$ cat src/rtl/mdu_pkg.sv
// Shared definitions for the multiply/divide unit: op encodings, FSM states, default width.
package mdu_pkg;

    localparam int unsigned MDU_WIDTH = 32;

    typedef enum logic [1:0] {
        OP_MULT  = 2'b00,
        OP_MULTU = 2'b01,
        OP_DIV   = 2'b10,
        OP_DIVU  = 2'b11
    } op_e;

    typedef enum logic [1:0] {
        IDLE = 2'd0,
        LOAD = 2'd1,
        CALC = 2'd2,
        FIX  = 2'd3
    } state_e;

endpackage

$ cat src/rtl/mul_div_unit_if.sv
// EX-stage handshake and HI/LO bus of the multiply/divide unit.
interface mul_div_unit_if
    import mdu_pkg::*;
#(
    parameter int unsigned WIDTH = MDU_WIDTH
);
    logic             start;
    logic [1:0]       op;
    logic [WIDTH-1:0] a;
    logic [WIDTH-1:0] b;
    logic             hi_we;
    logic             lo_we;
    logic [WIDTH-1:0] wdata;
    logic             busy;
    logic             done;
    logic [WIDTH-1:0] hi;
    logic [WIDTH-1:0] lo;

    modport master (
        output start, op, a, b, hi_we, lo_we, wdata,
        input  busy, done, hi, lo
    );

    modport slave (
        input  start, op, a, b, hi_we, lo_we, wdata,
        output busy, done, hi, lo
    );
endinterface

$ cat src/rtl/addsub.sv
// Ripple-carry adder/subtractor built from per-bit full-adder cells; sub_i inverts b and sets carry-in.
module addsub #(
    parameter int unsigned WIDTH = 32
) (
    input  logic [WIDTH-1:0] a_i,
    input  logic [WIDTH-1:0] b_i,
    input  logic             sub_i,
    output logic [WIDTH-1:0] sum_o,
    output logic             cout_o
);
    logic [WIDTH-1:0] bx;
    logic             carry;

    assign bx = b_i ^ {WIDTH{sub_i}};

    always_comb begin
        carry = sub_i;
        sum_o = '0;
        for (int i = 0; i < WIDTH; i++) begin
            sum_o[i] = a_i[i] ^ bx[i] ^ carry;
            carry    = (a_i[i] & bx[i]) | (carry & (a_i[i] ^ bx[i]));
        end
        cout_o = carry;
    end
endmodule

$ cat src/rtl/mul_div_unit.sv
// Multi-cycle MULT/MULTU/DIV/DIVU unit holding HI/LO. The divider is built only when
// MDU_DIV_EN is defined; otherwise divide ops complete immediately and leave HI/LO intact.
module mul_div_unit
    import mdu_pkg::*;
#(
    parameter int unsigned WIDTH = MDU_WIDTH
) (
    input logic           clk,
    input logic           rst,
    mul_div_unit_if.slave bus
);
    localparam int unsigned      CNT_W    = $clog2(WIDTH);
    localparam logic [CNT_W-1:0] CNT_LAST = CNT_W'(WIDTH - 1);

    state_e           state_q;
    logic [CNT_W-1:0] cnt_q;
    logic             sgn_q, neg_res_q, busy_q, done_q;
    logic [WIDTH-1:0] a_q, b_q, acc_q, lo_part_q, opd_q, hi_q, lo_q;
    logic [WIDTH-1:0] acc_d, lo_part_d, hi_fix, lo_fix;
`ifdef MDU_DIV_EN
    logic             div_q, neg_rem_q;
    logic [WIDTH-1:0] rem_sh;
    logic             keep;
`else
    logic             div_pend_q;
`endif

    op_e                op_in;
    logic               op_signed, op_is_div;
    logic [WIDTH-1:0]   add_a, add_b, add_sum, a_mag, b_mag;
    logic               add_sub, add_cout;
    logic [2*WIDTH-1:0] prod_mag, prod_res;

    assign op_in     = op_e'(bus.op);
    assign op_signed = op_in inside {OP_MULT, OP_DIV};
    assign op_is_div = op_in inside {OP_DIV, OP_DIVU};

    assign a_mag = (sgn_q && a_q[WIDTH-1]) ? -a_q : a_q;
    assign b_mag = (sgn_q && b_q[WIDTH-1]) ? -b_q : b_q;

    // One shared chain: accumulate for multiply, trial-subtract for divide.
`ifdef MDU_DIV_EN
    assign rem_sh  = {acc_q[WIDTH-2:0], lo_part_q[WIDTH-1]};
    assign add_sub = div_q;
    assign add_a   = div_q ? rem_sh : acc_q;
    assign add_b   = (div_q || lo_part_q[0]) ? opd_q : '0;
    // Carry-out means no borrow; a set MSB shifted out means the trial value exceeds WIDTH bits.
    assign keep    = add_cout | acc_q[WIDTH-1];
`else
    assign add_sub = 1'b0;
    assign add_a   = acc_q;
    assign add_b   = lo_part_q[0] ? opd_q : '0;
`endif

    addsub #(.WIDTH(WIDTH)) u_addsub (
        .a_i    (add_a),
        .b_i    (add_b),
        .sub_i  (add_sub),
        .sum_o  (add_sum),
        .cout_o (add_cout)
    );

    always_comb begin
        acc_d     = {add_cout, add_sum[WIDTH-1:1]};
        lo_part_d = {add_sum[0], lo_part_q[WIDTH-1:1]};
`ifdef MDU_DIV_EN
        if (div_q) begin
            acc_d     = keep ? add_sum : rem_sh;
            lo_part_d = {lo_part_q[WIDTH-2:0], keep};
        end
`endif
    end

    assign prod_mag = {acc_q, lo_part_q};
    assign prod_res = neg_res_q ? -prod_mag : prod_mag;

    always_comb begin
        hi_fix = prod_res[2*WIDTH-1:WIDTH];
        lo_fix = prod_res[WIDTH-1:0];
`ifdef MDU_DIV_EN
        if (div_q) begin
            if (b_q == '0) begin
                hi_fix = a_q;
                lo_fix = '1;
            end else begin
                hi_fix = neg_rem_q ? -acc_q : acc_q;
                lo_fix = neg_res_q ? -lo_part_q : lo_part_q;
            end
        end
`endif
    end

    always_ff @(posedge clk) begin
        if (rst) begin
            state_q   <= IDLE;
            cnt_q     <= '0;
            sgn_q     <= 1'b0;
            neg_res_q <= 1'b0;
            busy_q    <= 1'b0;
            done_q    <= 1'b0;
            a_q       <= '0;
            b_q       <= '0;
            acc_q     <= '0;
            lo_part_q <= '0;
            opd_q     <= '0;
            hi_q      <= '0;
            lo_q      <= '0;
`ifdef MDU_DIV_EN
            div_q     <= 1'b0;
            neg_rem_q <= 1'b0;
`else
            div_pend_q <= 1'b0;
`endif
        end else begin
            done_q <= 1'b0;
            case (state_q)
                IDLE: begin
`ifndef MDU_DIV_EN
                    done_q     <= div_pend_q;
                    div_pend_q <= 1'b0;
`endif
                    if (bus.start) begin
                        a_q   <= bus.a;
                        b_q   <= bus.b;
                        sgn_q <= op_signed;
`ifdef MDU_DIV_EN
                        div_q   <= op_is_div;
                        busy_q  <= 1'b1;
                        state_q <= LOAD;
`else
                        if (op_is_div) begin
                            div_pend_q <= 1'b1;
                        end else begin
                            busy_q  <= 1'b1;
                            state_q <= LOAD;
                        end
`endif
                    end else begin
                        if (bus.hi_we) hi_q <= bus.wdata;
                        if (bus.lo_we) lo_q <= bus.wdata;
                    end
                end
                LOAD: begin
                    acc_q     <= '0;
                    lo_part_q <= a_mag;
                    opd_q     <= b_mag;
                    neg_res_q <= sgn_q & (a_q[WIDTH-1] ^ b_q[WIDTH-1]);
`ifdef MDU_DIV_EN
                    neg_rem_q <= sgn_q & a_q[WIDTH-1];
`endif
                    cnt_q     <= CNT_LAST;
                    state_q   <= CALC;
                end
                CALC: begin
                    acc_q     <= acc_d;
                    lo_part_q <= lo_part_d;
                    cnt_q     <= cnt_q - CNT_W'(1);
                    if (cnt_q == '0) state_q <= FIX;
                end
                FIX: begin
                    hi_q    <= hi_fix;
                    lo_q    <= lo_fix;
                    done_q  <= 1'b1;
                    busy_q  <= 1'b0;
                    state_q <= IDLE;
                end
                default: state_q <= IDLE;
            endcase
        end
    end

    assign bus.busy = busy_q;
    assign bus.done = done_q;
    assign bus.hi   = hi_q;
    assign bus.lo   = lo_q;
endmodule
$ cat src/flat_wrapper.sv
// flat-port wrapper written by rule: the top's interface ports become plain ports
module mul_div_unit_flat import mdu_pkg::*;
#(
    parameter int unsigned WIDTH = MDU_WIDTH
)
  (clk, rst, bus_start, bus_op, bus_a, bus_b, bus_hi_we, bus_lo_we, bus_wdata, bus_busy, bus_done, bus_hi, bus_lo);
  mul_div_unit_if #(.WIDTH(WIDTH)) bus_i ();
  input logic clk;
  input logic rst;
  input wire logic [$bits(bus_i.start)-1:0] bus_start;
  input wire logic [$bits(bus_i.op)-1:0] bus_op;
  input wire logic [$bits(bus_i.a)-1:0] bus_a;
  input wire logic [$bits(bus_i.b)-1:0] bus_b;
  input wire logic [$bits(bus_i.hi_we)-1:0] bus_hi_we;
  input wire logic [$bits(bus_i.lo_we)-1:0] bus_lo_we;
  input wire logic [$bits(bus_i.wdata)-1:0] bus_wdata;
  output wire logic [$bits(bus_i.busy)-1:0] bus_busy;
  output wire logic [$bits(bus_i.done)-1:0] bus_done;
  output wire logic [$bits(bus_i.hi)-1:0] bus_hi;
  output wire logic [$bits(bus_i.lo)-1:0] bus_lo;
  assign bus_i.start = bus_start;
  assign bus_i.op = bus_op;
  assign bus_i.a = bus_a;
  assign bus_i.b = bus_b;
  assign bus_i.hi_we = bus_hi_we;
  assign bus_i.lo_we = bus_lo_we;
  assign bus_i.wdata = bus_wdata;
  assign bus_busy = bus_i.busy;
  assign bus_done = bus_i.done;
  assign bus_hi = bus_i.hi;
  assign bus_lo = bus_i.lo;
  mul_div_unit #(.WIDTH(WIDTH)) u_core (.clk(clk), .rst(rst), .bus(bus_i));
endmodule
$ cat config.mk
export PLATFORM = sky130hd
export DESIGN_NAME = mul_div_unit_flat
export DESIGN_NICKNAME = d
export VERILOG_FILES = /design/src/rtl/mdu_pkg.sv /design/src/rtl/mul_div_unit_if.sv /design/src/rtl/addsub.sv /design/src/rtl/mul_div_unit.sv /design/src/flat_wrapper.sv
export SDC_FILE = /design/constraint.sdc
export NUM_CORES = 1
export LEC_CHECK = 0
export CORE_MARGIN = 3
export CORE_UTILIZATION = 30
export CTS_CLUSTER_SIZE = 8
export DETAILED_ROUTE_END_ITERATION = 16
export DONT_BUFFER_PORTS = 1
export HOLD_SLACK_MARGIN = 0.03
export SETUP_SLACK_MARGIN = 0.3
export SLEW_MARGIN = 20
export SYNTH_ARGS = -nofsm -noshare
export SYNTH_HDL_FRONTEND = slang
export SYNTH_HIERARCHICAL = 1
export SYNTH_SLANG_ARGS = --single-unit
$ cat constraint.sdc
create_clock -name clk -period 31.8 [get_ports clk]
set_input_delay 1.59 -clock clk [delete_from_list [all_inputs] [get_ports clk]]
set_output_delay 1.59 -clock clk [all_outputs]
set_load 0.01 [all_outputs]
# Yosys cells after proc, flatten, opt, wreduce, memory -nomap -nowiden

Index checks and enable logic that the tools add are counted.
Widths: inputs -> output; s select.

Word-level logic and storage cells: 225
Bits of input ports: 103
Register bits: 236

Add/subtract/negate cells: 4
Bitwise gates (word level): 159
Muxes and demuxes: 23
Reduce and logical (&&, ||, !) cells: 14
Equal/unequal tests: 11

Operators with widths:

| operator            | count |
|---|---|
| $pmux 32 s2         | 4 |
| $mux 32             | 7 |
| $and 1x1->1         | 64 |
| $mux 64             | 1 |
| $neg 32->32         | 2 |
| $neg 64->64         | 1 |
| $xor 1x1->1         | 64 |
| $or 1x1->1          | 31 |
| $reduce_and 3->1    | 4 |
| $ne 2x2->1 const B  | 5 |
| $pmux 5 s2          | 1 |
| $eq 2x2->1 const B  | 4 |
| $pmux 2 s4          | 1 |
| $reduce_bool 2->1   | 4 |
| $mux 2              | 3 |
| $logic_not 5->1     | 1 |
| $sub 5x1->5 const B | 1 |
| $logic_not 2->1     | 2 |
| $mux 1              | 4 |
| $pmux 1 s2          | 2 |
| $eq 2x1->1 const B  | 1 |
| $logic_and 1x1->1   | 2 |
| $ne 2x1->1 const B  | 1 |
| $reduce_and 2->1    | 1 |

# Logic depth before layout (Yosys ltp)

Gate-level depths: netlist of run 1.

Depth after elaboration: 65
Depth in mapped cells: 38
Mapped depth without buffers: 37

# Cells and area by module

The synthesis of run 1 kept the hierarchy.

By module, submodules not included:

| module       | seq. area each (um^2) | times used | cells each | area each (um^2) |
|---|---|---|---|---|
| mul_div_unit | 4,724.5               | 1          | 1,530      | 12,094.1 |
| addsub       | 0.0                   | 1          | 129        | 1,216.2 |

# Least setup slack after synthesis of run 1

No wires, ideal clock.

Path kind: register to register
From: register u_core.lo_part_q[0]
To: register u_core.acc_q[30]
Data arrival time: 12,667 ps
Clock period less this slack: 12,784 ps
Setup slack: 19,016 ps
Setup time: 117 ps
Data required time: 31,683 ps
Buffers on the path: 1
Cell stages (with the launch flop): 39
Cells stage by stage: dfxtp_1 clkbuf_1 and2_1 mux2i_1 fa_1 fa_1 fa_1 fa_1 fa_1 fa_1 fa_1 fa_1 fa_1 fa_1 fa_1 fa_1 fa_1 fa_1 [... 3 more ...] inv_1 fa_1 fa_1 fa_1 fa_1 fa_1 fa_1 fa_1 fa_1 fa_1 fa_1 fa_1 fa_1 fa_1 fa_1 inv_1 fa_1 a22o_1

Longest elaborated chain between the ends: 64

RTL lines:

| what                      | RTL line            | RTL |
|---|---|---|
| start, declared           | mul_div_unit.sv:18  | `logic [WIDTH-1:0] a_q, b_q, acc_q, lo_part_q, opd_q, hi_q, lo_q;` |
| start signal, assigned    | mul_div_unit.sv:145 | `lo_part_q <= a_mag;` |
| start signal, assigned    | mul_div_unit.sv:156 | `lo_part_q <= lo_part_d;` |
| $mux 32                   | mul_div_unit.sv:52  | `assign add_b = lo_part_q[0] ? opd_q : '0;` |
| net u_core.add_b[0]       | mul_div_unit.sv:30  | `logic [WIDTH-1:0] add_a, add_b, add_sum, a_mag, b_mag;` |
| $and 1x1->1 (2 in series) | addsub.sv:21        | `carry = (a_i[i] & bx[i]) \| (carry & (a_i[i] ^ bx[i]));` |
| $or 1x1->1                | addsub.sv:21        |  |
| $and 1x1->1               | addsub.sv:21        |  |
| $or 1x1->1                | addsub.sv:21        |  |
| $and 1x1->1               | addsub.sv:21        |  |
| $or 1x1->1                | addsub.sv:21        |  |
| [... 49 more ...]         | --                  |  |
| $or 1x1->1                | addsub.sv:21        |  |
| $and 1x1->1               | addsub.sv:21        |  |
| $or 1x1->1                | addsub.sv:21        |  |
| $and 1x1->1               | addsub.sv:21        |  |
| $or 1x1->1                | addsub.sv:21        |  |
| $xor 1x1->1               | addsub.sv:20        | `sum_o[i] = a_i[i] ^ bx[i] ^ carry;` |
| net u_core.add_sum[31]    | mul_div_unit.sv:30  |  |
| $pmux 32 s2               | mul_div_unit.sv:116 | `case (state_q)` |
| end signal, assigned      | mul_div_unit.sv:103 | `acc_q <= '0;` |
| end signal, assigned      | mul_div_unit.sv:144 | `acc_q <= '0;` |
| end signal, assigned      | mul_div_unit.sv:155 | `acc_q <= acc_d;` |
| end, declared             | mul_div_unit.sv:18  |  |

The timed path passes the listed nets, and every way through them passes these cells.
A chain may end at the register's enable or synchronous reset.

# Worst setup path after layout of run 1

Same ends and word-level chain as after synthesis.

==> results of run 1 <==
-- flip-flops by register name, summed over array words and instances, names as in the netlist --
register	flops
u_core/a_q	32
u_core/acc_q	32
u_core/b_q	32
u_core/bus.hi	32
u_core/bus.lo	32
u_core/lo_part_q	32
u_core/opd_q	32
u_core/cnt_q	5
u_core/state_q	2
u_core/bus.busy	1
u_core/bus.done	1
u_core/div_pend_q	1
u_core/neg_res_q	1
u_core/sgn_q	1
-- final timing paths --
kind | depth (start not counted) | slack (ns) | from | endpoint
max | 37 | 17.90 | u_core/lo_part_q[0] | u_core/acc_q[30]
min | 2 | 0.45 | u_core/opd_q[24] | u_core/opd_q[24]
max reg2reg | 37 | 17.90 | u_core/lo_part_q[0] | u_core/acc_q[30]
min reg2reg | 2 | 0.45 | u_core/opd_q[24] | u_core/opd_q[24]
-- logic make-up (layout without fill, tap and decap cells) --
logic type / after synthesis / in the layout / synth area share (%)
buf+inv: 206 / 137 / 6.21
fa+ha+maj: 40 / 40 / 5.51
simple gates: 573 / 573 / 20.4
flops: 236 / 236 / 35.5
other cells: 1 / 1 / 0.0282
mux: 25 / 25 / 1.90
compound gates: 441 / 441 / 21.3
xor+xnor: 137 / 137 / 9.13
-- cell usage after synthesis (all sizes together) (29+ instances only) --
cell	number
a211oi	40
nor2	146
dfxtp	236
nand2	229
o21ai	72
a21oi	154
nor4	29
clkbuf	106
and2	35
xor2	54
fa	31
inv	85
xnor2	83
a22o	34
-- critical path: cells and delay by family (launching register included) --
| kind | cells | cell delay, ns |
|---|---|---|
| adders and majority gates | 31 | 11.99 |
| DFF | 1 | 0.93 |
| and+or+nand+nor | 1 | 0.29 |
| buffers and inverters | 3 | 0.21 |
| AOI/OAI and AO/OA | 1 | 0.20 |
| muxes | 1 | 0.11 |
-- through the flow --
step | instances | setup WS [ns] | util, %
final | 2175 | 17.90 | 33.5
after global routing | 2175 | 17.41 | 33.5
after CTS | 2175 | 17.88 | 33.5
after detailed placement | 2135 | 17.88 | 31.4
after global placement | 2135 | 18.14 | 31.4
after floorplan | 1659 | 19.02 | -
-- per-layer routing --
metal / vias to the layer above / share of wire [%] / track usage [%]
met3: 56 / 8.6 / 5.13
met5: - / 0 / 0
li1: 5650 / - / -
met4: 0 / 1.7 / 3.83
met1: 5557 / 46 / 25.6
met2: 365 / 44 / 28.7
-- power groups by stage --
stage          logic [mW]  clock network, mW  registers (mW)
5_1_grt             0.680              0.345           0.506
2_1_floorplan       0.472                  0           0.454
3_5_place_dp        0.604                  0           0.501
3_3_place_gp        0.596                  0           0.497
4_1_cts             0.606              0.335           0.495
6_report            0.613              0.327           0.494
-- cell usage in the layout (no fill, tap or decap), types with 6 or more instances in the layout --
cell type	n
dfxtp_1	235
nand2_1	227
a21oi_1	154
nor2_1	145
inv_1	85
xnor2_1	81
o21ai_0	71
xor2_1	54
a211oi_1	40
clkbuf_16	35
and2_1	34
a22o_1	33
fa_1	31
o31ai_1	27
nor4_1	26
nor3_1	25
mux2i_1	23
o41ai_1	19
o22ai_1	18
or4_1	16
nand3_1	16
a31oi_1	15
or3_1	14
and3_1	14
buf_4	12
nand2b_1	10
a311oi_1	10
a221oi_1	10
nand4_1	9
ha_1	8
nor3b_1	6
a211o_1	6
-- layout make-up --
| class | count | area (um2) |
|---|---|---|
| sequential | 236 | 4730 |
| tap | 585 | 732 |
| clock buffer | 38 | 897 |
| timing repair buffer | 12 | 90.1 |
| inverter | 85 | 319 |
| clock inverter | 2 | 32.5 |
| fill | 4562 | 28900 |
| multi-input combinational | 1217 | 7780 |
==> impl_results.html, run 1 <==
<table>
<tr><th>Metric</th><th>Value</th></tr>
<tr><th colspan="2">STA</th></tr>
<tr><td>Period utilisation layout</td><td>43.7%</td></tr>
<tr><td>Setup repair after global routing missed its margin</td><td>false</td></tr>
<tr><td>Worst setup skew after layout</td><td>0.0140 ns</td></tr>
<tr><td>Setup violation total in the final timing report</td><td>0</td></tr>
<tr><td>Final hold violation count</td><td>0</td></tr>
<tr><td>Top achievable clock speed</td><td>71.9 MHz</td></tr>
<tr><td>Worst max-slew margin expressed relative to the limit</td><td>approximately a quarter</td></tr>
<tr><td>Max-slew violations</td><td>0</td></tr>
<tr><td>Post-route worst hold slack</td><td>0.452 ns</td></tr>
<tr><td>Min Clock Period, post-route</td><td>13.90 ns</td></tr>
<tr><td>Worst Tran Pin Value</td><td>1.12 ns</td></tr>
<tr><td>Sum of negative setup slack</td><td>0 ns</td></tr>
<tr><th colspan="2">Routing</th></tr>
<tr><td>WL final</td><td>44.7 mm</td></tr>
<tr><td>DR WL/cell</td><td>20.5 um</td></tr>
<tr><td>Final ANT Viol Nets</td><td>0</td></tr>
<tr><td>Drc violations</td><td>0</td></tr>
<tr><td>Detailed Route Iter0 Violations</td><td>1091</td></tr>
<tr><td>Vias per std cell</td><td>5.35</td></tr>
<tr><td>Drt first pass iters</td><td>6</td></tr>
<tr><td>Total via count in the routed design</td><td>11600</td></tr>
<tr><th colspan="2">Synthesis</th></tr>
<tr><td>Async set-or-reset flop fraction in the synthesized netlist</td><td>0%</td></tr>
<tr><td>Synth warn</td><td>6</td></tr>
<tr><td>Synthesized Nets</td><td>1802</td></tr>
<tr><td>Library cells used by synthesis</td><td>72</td></tr>
<tr><td>Yosys top cell by area</td><td>dfxtp_1</td></tr>
<tr><td>Fraction of post-synthesis cell area in the top cell type by area</td><td>35.5%</td></tr>
<tr><td>Top FF cell, synth</td><td>dfxtp_1</td></tr>
<tr><td>Top cells by area, synth</td><td>dfxtp_1 35%, nand2_1 6.5%, a21oi_1 5.8%, xnor2_1 5.3%, fa_1 4.7%</td></tr>
<tr><td>Count of state elements after synthesis</td><td>236</td></tr>
<tr><td>Post-Syn Area</td><td>0.0133 mm2</td></tr>
<tr><td>Syn Area/Cell</td><td>8.02 um2</td></tr>
<tr><td>EDFF count, synth</td><td>0</td></tr>
<tr><td>Cell count after synthesis</td><td>1659</td></tr>
<tr><td>Sequential share of the synthesized area</td><td>about 35%</td></tr>
<tr><th colspan="2">Global route</th></tr>
<tr><td>Global-route usage over all layers</td><td>18.5%</td></tr>
<tr><td>Maximum number of pins on one net before global-route repair</td><td>189</td></tr>
<tr><td>Number of global-route vias before repair</td><td>11000</td></tr>
<tr><td>First-pass GRT wire length</td><td>68.4 mm</td></tr>
<tr><td>Antenna violations before repair</td><td>1</td></tr>
<tr><td>GR Overflow Total</td><td>0</td></tr>
<tr><th colspan="2">Critical path</th></tr>
<tr><td>Slowest cell delay on critical path</td><td>slightly above 0.9 ns</td></tr>
<tr><td>Kind of capture point of the worst setup path</td><td>flop</td></tr>
<tr><td>Top fanout value on the critical path</td><td>37</td></tr>
<tr><td>Most common cell on crit path</td><td>fa_1</td></tr>
<tr><td>Standard cell with the maximum stage delay on the critical path</td><td>dfxtp_1</td></tr>
<tr><td>Critical path required time</td><td>~32 ns</td></tr>
<tr><td>Arrival time at the worst endpoint</td><td>14.30 ns</td></tr>
<tr><td>Startpoint type of the worst setup path</td><td>flop</td></tr>
<tr><td>Critical path class</td><td>flop to flop</td></tr>
<tr><th colspan="2">Floorplanning</th></tr>
<tr><td>Die Height</td><td>217 um</td></tr>
<tr><td>Area inside the core boundary</td><td>0.0435 mm2</td></tr>
<tr><td>Die area</td><td>between 0.04 and 0.05 mm2</td></tr>
<tr><td>Initial cell density of the core</td><td>30.6%</td></tr>
<tr><td>Number of rows in the core area</td><td>76</td></tr>
<tr><td>Count of boundary I/O pins</td><td>169</td></tr>
<tr><td>Chip Width</td><td>217 um</td></tr>
<tr><th colspan="2">Clocking</th></tr>
<tr><td>Clock slew at reported path FFs</td><td>0.05 ns</td></tr>
<tr><td>Hold Buf Count CTS</td><td>0</td></tr>
<tr><td>Max Buffers Root-to-Sink</td><td>3</td></tr>
<tr><td>Skew-Pair Late Insertion Delay</td><td>0.52 ns</td></tr>
<tr><td>Num CTS Buffers</td><td>35</td></tr>
<tr><td>H-tree Lvls</td><td>2</td></tr>
<tr><td>Number of instances resized during post-cts repair</td><td>0</td></tr>
<tr><td>CTS root buffer</td><td>clkbuf_16</td></tr>
<tr><td>Num Clock Sinks</td><td>between 200 and 250</td></tr>
<tr><td>CTS tree</td><td>yes</td></tr>
<tr><td>Post-CTS setup buffer count</td><td>0</td></tr>
<tr><th colspan="2">Hold path</th></tr>
<tr><td>Worst hold path type</td><td>flop to flop</td></tr>
<tr><th colspan="2">Power and ir drop</th></tr>
<tr><td>PwrDens</td><td>98.4 mW/mm2</td></tr>
<tr><td>Internal Pwr Total</td><td>0.778 mW</td></tr>
<tr><td>Switching power of the nets</td><td>0.656 mW</td></tr>
<tr><td>Clk pwr share</td><td>22.8%</td></tr>
<tr><td>Switching portion of total power</td><td>45.8%</td></tr>
<tr><td>VDD IR max</td><td>75.4 uV</td></tr>
<tr><td>Leakage power figure</td><td>5.24 nW</td></tr>
<tr><td>Power share of the sequential group</td><td>between 30% and 40%</td></tr>
<tr><td>Post-route total power</td><td>1.43 mW</td></tr>
<tr><td>Power share of the combinational group</td><td>a little over two fifths</td></tr>
<tr><th colspan="2">Job</th></tr>
<tr><td>Count of max-cap constraint violations</td><td>0</td></tr>
<tr><th colspan="2">Cells and area</th></tr>
<tr><td>Layout Area Growth over Synthesis</td><td>9.52%</td></tr>
<tr><td>Diodes inserted</td><td>0</td></tr>
<tr><td>Fraction of layout cells with a size suffix above 1</td><td>roughly 5.0%</td></tr>
<tr><td>Final layout net count</td><td>1730</td></tr>
<tr><td>Final Instance Area</td><td>0.0146 mm2</td></tr>
<tr><th colspan="2">Placed design</th></tr>
<tr><td>Count of buffers from port buffering</td><td>0</td></tr>
<tr><td>Routability congestion estimate</td><td>0.884</td></tr>
<tr><td>Cell area after placement</td><td>0.0136 mm2</td></tr>
<tr><td>DP Wirelength</td><td>about 34 mm</td></tr>
<tr><th colspan="2">Run status</th></tr>
<tr><td>Outcome</td><td>completed</td></tr>
</table>
Note: power is estimated with default switching activity, not from simulation.
==> inputs of run 2 (changes only) <==
clock period = 13.69 ns   (was 31.8 ns; I/O delays follow)
==> impl_results.html, run 2 (same netlist as run 1, synthesis figures left out) <==
<table>
<tr><th>Metric</th><th>Value</th></tr>
<tr><th colspan="2">Hold path</th></tr>
<tr><td>Worst hold path type</td><td>input port to flop (was flop to flop)</td></tr>
<tr><td>Hold Crit Start</td><td>bus_op[0] (was u_core/opd_q[24])</td></tr>
<tr><th colspan="2">STA</th></tr>
<tr><td>Post-route worst hold slack</td><td>0.258 ns (was 0.452 ns)</td></tr>
<tr><td>Final hold violation count</td><td>0 (unchanged)</td></tr>
<tr><td>Worst max-slew margin expressed relative to the limit</td><td>27.1% (was 25.1%)</td></tr>
<tr><td>Max-slew violations</td><td>0 (unchanged)</td></tr>
<tr><td>Top achievable clock speed</td><td>77.5 MHz (was 71.9 MHz)</td></tr>
<tr><td>Worst setup skew after layout</td><td>0.0262 ns (was 0.0140 ns)</td></tr>
<tr><td>Worst Tran Pin Value</td><td>1.09 ns (was 1.12 ns)</td></tr>
<tr><td>Setup repair after global routing missed its margin</td><td>false (unchanged)</td></tr>
<tr><td>Sum of negative setup slack</td><td>0 ns (unchanged)</td></tr>
<tr><td>Period utilisation layout</td><td>94.2% (was 43.7%)</td></tr>
<tr><td>Setup violation total in the final timing report</td><td>0 (unchanged)</td></tr>
<tr><td>Min Clock Period, post-route</td><td>12.90 ns (was 13.90 ns)</td></tr>
<tr><th colspan="2">Floorplanning</th></tr>
<tr><td>Chip Width</td><td>217 um (unchanged)</td></tr>
<tr><td>Count of boundary I/O pins</td><td>169 (unchanged)</td></tr>
<tr><td>Die Height</td><td>217 um (unchanged)</td></tr>
<tr><td>Area inside the core boundary</td><td>0.0435 mm2 (unchanged)</td></tr>
<tr><td>Number of rows in the core area</td><td>76 (unchanged)</td></tr>
<tr><td>Die area</td><td>0.0469 mm2 (unchanged)</td></tr>
<tr><td>Initial cell density of the core</td><td>30.6% (unchanged)</td></tr>
<tr><th colspan="2">Global route</th></tr>
<tr><td>Antenna violations before repair</td><td>1 (unchanged)</td></tr>
<tr><td>Global-route usage over all layers</td><td>18.3% (was 18.5%)</td></tr>
<tr><td>First-pass GRT wire length</td><td>67.9 mm (was 68.4 mm)</td></tr>
<tr><td>Maximum number of pins on one net before global-route repair</td><td>189 (unchanged)</td></tr>
<tr><td>Number of global-route vias before repair</td><td>11000 (about the same)</td></tr>
<tr><td>GR Overflow Total</td><td>0 (unchanged)</td></tr>
<tr><th colspan="2">Cells and area</th></tr>
<tr><td>Fraction of layout cells with a size suffix above 1</td><td>5.46% (was 5.03%)</td></tr>
<tr><td>Commonest cells after routing, fill and taps aside</td><td>234 x dfxtp_1, 227 x nand2_1, 154 x a21oi_1 (was 235 x dfxtp_1, 227 x nand2_1, 154 x a21oi_1)</td></tr>
<tr><td>Leading cell type in the layout, fill and taps excluded</td><td>dfxtp_1 (unchanged)</td></tr>
<tr><td>Final layout net count</td><td>1730 (unchanged)</td></tr>
<tr><td>Final Instance Area</td><td>0.0146 mm2 (about the same)</td></tr>
<tr><td>Diodes inserted</td><td>0 (unchanged)</td></tr>
<tr><td>Layout Area Growth over Synthesis</td><td>9.79% (was 9.52%)</td></tr>
<tr><th colspan="2">Placed design</th></tr>
<tr><td>Routability congestion estimate</td><td>0.901 (was 0.884)</td></tr>
<tr><td>Count of buffers from port buffering</td><td>0 (unchanged)</td></tr>
<tr><td>Cell area after placement</td><td>0.0136 mm2 (unchanged)</td></tr>
<tr><td>DP Wirelength</td><td>33.3 mm (was 33.5 mm)</td></tr>
<tr><th colspan="2">Critical path</th></tr>
<tr><td>Buffers and inverters on the worst path</td><td>3 (unchanged)</td></tr>
<tr><td>Arrival time at the worst endpoint</td><td>13.29 ns (was 14.30 ns)</td></tr>
<tr><td>Critical path class</td><td>flop to flop (unchanged)</td></tr>
<tr><td>Most common cell on crit path</td><td>fa_1 (unchanged)</td></tr>
<tr><td>Slowest cell delay on critical path</td><td>0.41 ns (was 0.93 ns)</td></tr>
<tr><td>Reg-to-reg critical path startpoint</td><td>u_core/lo_part_q[0] (unchanged)</td></tr>
<tr><td>Top fanout value on the critical path</td><td>9 (was 37)</td></tr>
<tr><td>Standard cell with the maximum stage delay on the critical path</td><td>fa_1 (was dfxtp_1)</td></tr>
<tr><td>Startpoint of the worst setup timing path</td><td>u_core/lo_part_q[0] (unchanged)</td></tr>
<tr><td>Kind of capture point of the worst setup path</td><td>flop (unchanged)</td></tr>
<tr><td>Startpoint type of the worst setup path</td><td>flop (unchanged)</td></tr>
<tr><td>CP delay by family, top</td><td>adder cells (unchanged)</td></tr>
<tr><td>Critical path required time</td><td>14.08 ns (was 32.20 ns)</td></tr>
<tr><th colspan="2">Clocking</th></tr>
<tr><td>Max Buffers Root-to-Sink</td><td>3 (unchanged)</td></tr>
<tr><td>Clock slew at reported path FFs</td><td>0.05 ns (about the same)</td></tr>
<tr><td>CTS root buffer</td><td>clkbuf_16 (unchanged)</td></tr>
<tr><td>Num CTS Buffers</td><td>35 (unchanged)</td></tr>
<tr><td>Post-CTS setup buffer count</td><td>0 (unchanged)</td></tr>
<tr><td>CTS tree</td><td>yes (unchanged)</td></tr>
<tr><td>H-tree Lvls</td><td>2 (unchanged)</td></tr>
<tr><td>Num Clock Sinks</td><td>236 (unchanged)</td></tr>
<tr><td>Skew-Pair Late Insertion Delay</td><td>0.52 ns (about the same)</td></tr>
<tr><th colspan="2">Routing</th></tr>
<tr><td>Drc violations</td><td>0 (unchanged)</td></tr>
<tr><td>Drt first pass iters</td><td>5 (was 6)</td></tr>
<tr><td>DR WL/cell</td><td>20.3 um (was 20.5 um)</td></tr>
<tr><td>Final ANT Viol Nets</td><td>0 (unchanged)</td></tr>
<tr><td>Detailed Route Iter0 Violations</td><td>1256 (was 1091)</td></tr>
<tr><td>WL final</td><td>44.2 mm (was 44.7 mm)</td></tr>
<tr><td>Total via count in the routed design</td><td>11500 (was 11600)</td></tr>
<tr><td>Vias per std cell</td><td>5.30 (was 5.35)</td></tr>
<tr><th colspan="2">Power and ir drop</th></tr>
<tr><td>Post-route total power</td><td>3.34 mW (was 1.43 mW)</td></tr>
<tr><td>Internal Pwr Total</td><td>1.81 mW (was 0.778 mW)</td></tr>
<tr><td>PwrDens</td><td>228 mW/mm2 (was 98.4 mW/mm2)</td></tr>
<tr><td>Leakage power figure</td><td>5.24 nW (about the same)</td></tr>
<tr><td>Power share of the sequential group</td><td>34.3% (was 34.4%)</td></tr>
<tr><td>Switching portion of total power</td><td>45.8% (about the same)</td></tr>
<tr><td>VDD IR max</td><td>144 uV (was 75.4 uV)</td></tr>
<tr><td>Power share of the combinational group</td><td>42.7% (was 42.8%)</td></tr>
<tr><td>Clk pwr share</td><td>23.0% (was 22.8%)</td></tr>
<tr><td>Switching power of the nets</td><td>1.53 mW (was 0.656 mW)</td></tr>
<tr><th colspan="2">Job</th></tr>
<tr><td>Count of max-cap constraint violations</td><td>0 (unchanged)</td></tr>
<tr><th colspan="2">Run status</th></tr>
<tr><td>Outcome</td><td>completed (unchanged)</td></tr>
</table>
[run 2: worst reg2reg max path, delay by kind of cell, from the launching register on]
family	cells	cell delay, ns
adder cells (fa/ha/maj)	31	11.71
AO/OA/AOI/OAI	1	0.21
flip-flops	1	0.38
AND/OR/NAND/NOR	1	0.18
buffers and inverters	3	0.20
multiplexers	1	0.11
[run 2: path summary, 6_finish.rpt]
path	depth (start not counted)	to	slack, ns
max reg2reg	37	u_core/acc_q[30]	0.79
min reg2reg	2	u_core/opd_q[15]	0.45
max	37	u_core/acc_q[30]	0.79
min	1	u_core/sgn_q	0.26
[run 2: cell type report]
cell class / instances / area, um2
flip-flops and latches: 236 / 4730
fillers: 4609 / 28800
multi-input cells: 1217 / 7800
repair buffers: 12 / 90.1
well taps: 585 / 732
clock buffers: 39 / 891
inverters: 85 / 319
clock inverters: 3 / 55.1
[run 2: per-stage QoR]
stage,setup slack (ns),std cells,utilization [%]
detailed placement,0.491,2135,31.4
global placement,0.618,2135,31.4
finish,0.790,2177,33.6
global route,0.343,2177,33.6
floorplan,0.906,1659,-
CTS,0.433,2177,33.6
[run 2: layer usage]
metal / vias up / routed length (um) / track usage [%]
li1: 5642 / - / -
met5: - / 16 / 0
met1: 5449 / 20000 / 25.2
met2: 369 / 19000 / 27.6
met3: 70 / 4060 / 5.82
met4: 2 / 1130 / 4.90
[run 2: repair_timing]
item / 4_1_cts / 5_1_grt
setup endpoints to repair: 0 / 3
gates resized for setup: 0 / 8
hold buffers: 0 / 0
[run 2: power groups by stage]
stage,registers (mW),logic [mW],clock network (mW)
after floorplan,1.06,1.10,0
after global placement,1.15,1.39,0
after detailed placement,1.16,1.41,0
after CTS,1.15,1.41,0.784
after global routing,1.18,1.60,0.812
final,1.15,1.43,0.767
